[src/rtl/data_sync_pkg.sv]
// data_sync_pkg: state encoding and shared defaults for the Data_Sync transmitter/receiver pair.
`default_nettype none

package data_sync_pkg;

   localparam int DEFAULT_NUM_STAGES = 2;

   typedef enum logic [1:0] {
      IDLE    = 2'b00,
      REQ     = 2'b01,
      RELEASE = 2'b10
   } tx_state_e;

endpackage

`default_nettype wire

[src/rtl/bit_sync.sv]
// bit_sync: NUM_STAGES-flop single-bit synchronizer, asynchronous active-low reset.
`default_nettype none

module bit_sync
   import data_sync_pkg::*;
#(
   parameter int NUM_STAGES = DEFAULT_NUM_STAGES
) (
   input  logic CLK,
   input  logic RST,
   input  logic d_i,
   output logic q_o
);

   logic [NUM_STAGES-1:0] sync_q;

   always_ff @(posedge CLK or negedge RST) begin
      if (!RST) begin
         sync_q <= '0;
      end else begin
         sync_q <= {sync_q[NUM_STAGES-2:0], d_i};
      end
   end

   assign q_o = sync_q[NUM_STAGES-1];

endmodule

`default_nettype wire

[src/rtl/data_sync_tx.sv]
// data_sync_tx: source-side 4-phase request/ack transmitter feeding a Data_Sync receiver.
// Define DATA_SYNC_TX_PARITY_EN to append even parity as the MSB of Unsync_bus.
`default_nettype none

module data_sync_tx
   import data_sync_pkg::*;
#(
   parameter int NUM_STAGES = DEFAULT_NUM_STAGES,
   parameter int BUS_WIDTH  = 8
) (
   input  logic                 CLK,
   input  logic                 RST,
   input  logic [BUS_WIDTH-1:0] tx_data,
   input  logic                 tx_valid,
   output logic                 tx_ready,
   input  logic                 ack_async,
`ifdef DATA_SYNC_TX_PARITY_EN
   output logic [BUS_WIDTH:0]   Unsync_bus,
`else
   output logic [BUS_WIDTH-1:0] Unsync_bus,
`endif
   output logic                 bus_enable,
   output logic                 busy,
   output logic                 done_pulse
);

`ifdef DATA_SYNC_TX_PARITY_EN
   localparam int OUT_W = BUS_WIDTH + 1;
`else
   localparam int OUT_W = BUS_WIDTH;
`endif

   tx_state_e              state_q, state_d;
   logic [OUT_W-1:0]       hold_q, hold_d;
   logic                   en_q, en_d;
   logic                   busy_q, busy_d;
   logic                   done_q, done_d;
   logic [NUM_STAGES-1:0]  arm_q;
   logic                   ack_sync;
   logic                   ready_w;

   bit_sync #(
      .NUM_STAGES (NUM_STAGES)
   ) u_ack_sync (
      .CLK (CLK),
      .RST (RST),
      .d_i (ack_async),
      .q_o (ack_sync)
   );

   // ack_sync is only trustworthy once the chain has refilled after reset,
   // otherwise a stale high ack would be masked for NUM_STAGES cycles.
   always_ff @(posedge CLK or negedge RST) begin
      if (!RST) begin
         arm_q <= '0;
      end else begin
         arm_q <= {arm_q[NUM_STAGES-2:0], 1'b1};
      end
   end

   assign ready_w  = (state_q == IDLE) && !ack_sync && arm_q[NUM_STAGES-1];
   assign tx_ready = ready_w;

   always_comb begin
      state_d = state_q;
      hold_d  = hold_q;
      done_d  = 1'b0;
      case (state_q)
         IDLE: begin
            if (tx_valid && ready_w) begin
               state_d = REQ;
`ifdef DATA_SYNC_TX_PARITY_EN
               hold_d  = {^tx_data, tx_data};
`else
               hold_d  = tx_data;
`endif
            end
         end
         REQ: begin
            if (ack_sync) begin
               state_d = RELEASE;
            end
         end
         RELEASE: begin
            if (!ack_sync) begin
               state_d = IDLE;
               done_d  = 1'b1;
            end
         end
         default: begin
            state_d = IDLE;
         end
      endcase
      en_d   = (state_d == REQ);
      busy_d = (state_d != IDLE);
   end

   always_ff @(posedge CLK or negedge RST) begin
      if (!RST) begin
         state_q <= IDLE;
         hold_q  <= '0;
         en_q    <= 1'b0;
         busy_q  <= 1'b0;
         done_q  <= 1'b0;
      end else begin
         state_q <= state_d;
         hold_q  <= hold_d;
         en_q    <= en_d;
         busy_q  <= busy_d;
         done_q  <= done_d;
      end
   end

   assign Unsync_bus = hold_q;
   assign bus_enable = en_q;
   assign busy       = busy_q;
   assign done_pulse = done_q;

endmodule

`default_nettype wire

[config.mk]
export PLATFORM = sky130hd
export DESIGN_NAME = data_sync_tx
export DESIGN_NICKNAME = d
export VERILOG_FILES = /design/src/rtl/data_sync_pkg.sv /design/src/rtl/bit_sync.sv /design/src/rtl/data_sync_tx.sv
export SDC_FILE = /design/constraint.sdc
export NUM_CORES = 1
export LEC_CHECK = 0
export CORE_UTILIZATION = 41
export CTS_CLUSTER_DIAMETER = 80
export DETAILED_ROUTE_END_ITERATION = 16
export PLACE_DENSITY_LB_ADDON = 0.25
export SETUP_SLACK_MARGIN = 0.3
export SLEW_MARGIN = 20
export SYNTH_ARGS = -nofsm -noshare
export SYNTH_HDL_FRONTEND = slang
export SYNTH_HIERARCHICAL = 1
export SYNTH_SLANG_ARGS = --single-unit
[constraint.sdc]
create_clock -name CLK -period 1.5 [get_ports CLK]
set_input_delay 0.3 -clock CLK [delete_from_list [all_inputs] [get_ports CLK]]
set_output_delay 0.3 -clock CLK [all_outputs]
set_load 0.01 [all_outputs]
==> impl_metrics.py <==
metrics = {
    "synth": {
        "synth_compound_gate_area_share_pct": 1.97,
        "avgSynthCellArea_um2": 16.3,
        "netlist_instances": 39,
        "synth-simple-area-share_pct": 9.66,
        "synthMuxAreaShare_pct": 18.3,
        "synth_top_family_by_area": "multiplexers",
        "post_synth_num_cell_types": 13,
        "synth_adder_area_share_pct": 0,
        "synth_top_area_share_pct": 67.1,
        "ys_seq_elements": 17,
        "yosysTopAreaCell": "dfrtp_1",
        "syn_nets": 51,
        "synth.cell_area_um2": 634,
        "ys_seq_area_share_pct": 67.1,
        "synth_xor_area_share_pct": 0,
        "yosys_warnings": 6,
        "synth_area_leaders": "dfrtp_1 67%, mux2_4 17%, nor4b_4 3.7%",
    },
    "global_route": {
        "grt_pass1_vias": 398,
        "antenna_found_initial": 0,
        "grt_pass1_wl_um": 1680,
        "grt-ovfl-total": 0,
        "grt_max_degree": 18,
        "grt.total_usage_pct": 16.2,
    },
    "placement": {
        "routabilityCongestion": 0.773,
        "dpl_worst_slack_ns": -0.118,
        "dpl_cell_area_um2": 902,
        "dp_hpwl_um": 717,
        "dp_cells": 80,
        "port_buffers": 23,
    },
    "timing": {
        "rsz0062_at_grt": "true",
        "finalSetupViolCount": 0,
        "clock_skew_ns": 0.00539,
        "period_share_pct": 97.2,
        "final_hold_viol_count": 0,
        "maxSlewViolCount": 0,
        "fmax_ghz": 0.686,
        "setup_slack_ns": 0.0417,
        "fin_crit_ns": 1.46,
        "setup_tns_ns": 0,
    },
    "floorplanning": {
        "start_util_pct": 46.4,
        "die_area_um2": 1710,
        "core_area_um2": 1370,
        "fp.dieW_um": 41.3,
        "io_pins": 24,
        "die_h_um": 41.3,
        "row_count": 13,
    },
    "clock_tree": {
        "cts_made_buffers": 3,
        "ctsLongestPathBuffers": 2,
        "cts_root_buf": "clkbuf_4",
        "clock-sinks": 17,
        "clk_pin_slew_ns": 0.10,
        "tritoncts": "built",
        "insertion_delay_ns": 0.28,
        "cts_htree_levels": 1,
    },
    "min_path": {
        "hold_path_class": "input pin to async pin",
    },
    "finish": {
        "nFillCells": 111,
        "stdcell_area_um2": 922,
        "drive_gt1_share_pct": 48.6,
        "final_nets": 85,
        "area_growth_pct": 45.4,
        "num_antenna_cells": 0,
        "final_cells": 87,
    },
    "setup_path": {
        "crit_required_ns": 1.20,
        "cp_data_arrival_time_ns": 1.16,
        "r2r_cells": 4,
        "cp-start-kind": "flop",
        "endpoint_kind": "output port",
        "crit_type": "flop to output port",
        "r2r_slack_ns": 0.09,
        "cp_max_fo": 2,
    },
    "power_and_ir_drop": {
        "vdd_drop_max_v": 0.000923,
        "p_per_area_nw_per_um2": 1210,
        "power_w": 0.00112,
        "leakagePower_nw": 0.478,
    },
    "route": {
        "first_iter_violations": 5,
        "wl_per_cell_um": 12.6,
        "route.detailed.drc": 0,
        "drt-pass1-iter-count": 3,
        "vias": 421,
        "via_per_inst": 4.84,
        "routed_wl_um": 1100,
        "ant_nets": 0,
    },
    "outcome": {
        "status": "finished clean",
    },
    "run": {
        "maxCapViolations": 0,
    },
}
-- worst paths after layout --
check / from / to
setup / recovery: state_q[1] / tx_ready
hold / removal: RST / Unsync_bus[3]
setup reg to reg: state_q[1] / Unsync_bus[7]
hold reg to reg: u_ack_sync/sync_q[0] / u_ack_sync/sync_q[1]
max in group asynchronous: RST / state_q[0]
min in group CLK: u_ack_sync/sync_q[0] / u_ack_sync/sync_q[1]
-- logic make-up (layout without fill, tap and decap cells) --
| group | count (synthesis) | after routing |
|---|---|---|
| AOI/OAI and AO/OA | 2 | 2 |
| buffers and inverters | 2 | 34 |
| DFF | 17 | 17 |
| muxes | 8 | 8 |
| other | 1 | 1 |
| and+or+nand+nor | 9 | 10 |
-- layout by cell type (no fill, tap or decap) --
cell and count:
dfrtp_1 17, clkdlybuf4s50_1 11, mux2_4 8, buf_2 8, buf_4 5, clkbuf_2 4, clkbuf_4 3, nand2b_1 2
nor2_1 2, nand2_2 2, inv_1 1, a21oi_1 1, nor4b_4 1, nand2_8 1, nand2_1 1, o211ai_1 1
conb_1 1, clkinv_2 1, nand2_4 1, buf_6 1
-- cell type report --
| cell class | instances | area, um2 | area share (%) |
|---|---|---|---|
| flip-flops and latches | 17 | 425 | 46.1 |
| multi-input cells | 21 | 228 | 24.7 |
| repair buffers | 29 | 219 | 23.7 |
| clock buffers | 3 | 22.5 | 2.44 |
| well taps | 15 | 18.8 | 2.04 |
| clock inverters | 1 | 5.00 | 0.543 |
| inverters | 1 | 3.75 | 0.407 |
-- layer usage --
metal,up-vias,part of all wire [%],global-route usage [%]
met5,-,0,0
met4,0,0,4.84
met3,0,7.1,6.38
met1,204,42,21.8
met2,20,51,24.2
li1,197,-,-
-- cells in the mapped netlist --
library cell	number
nand2b_1	2
inv_1	1
a21oi_1	1
nor2_1	2
o211ai_1	1
mux2_4	7
dfrtp_1	17
buf_6	1
nor4b_4	1
nand2_1	3
nand2_2	1
conb_1	1
mux2_2	1
-- report_power, final --
part	switching (W)	internal, W
Clock	0.000137	0.0000989
Combinational	0.000121	0.000185
Sequential	0.0000408	0.000538
-- flip-flops by register name, indices dropped and copies added, names as in the netlist --
name	flops
state_q	2
bus_enable	1
arm_q	2
Unsync_bus	8
done_pulse	1
u_ack_sync/sync_q	2
busy	1
-- timing repair --
item	CTS	global route
resized for setup	43	8
hold buffers	0	0
buffers inserted	2	0
endpoints found under the setup margin	23	17
gates cloned	1	0
pin swaps	1	0
-- metrics by stage --
stage	utilization, %	hold WS (ns)
after detailed placement	66.0	0.336
final	67.5	0.343
after CTS	68.3	0.350
after floorplan	-	0.00441
after global placement	66.0	0.331
after global routing	67.5	0.350
-- critical path, stage by stage (launching register included) --
cell and delay [ns]:
dfrtp_1 0.43, nor4b_4 0.28, buf_2 0.17
Power figures use the tool's default switching activity.
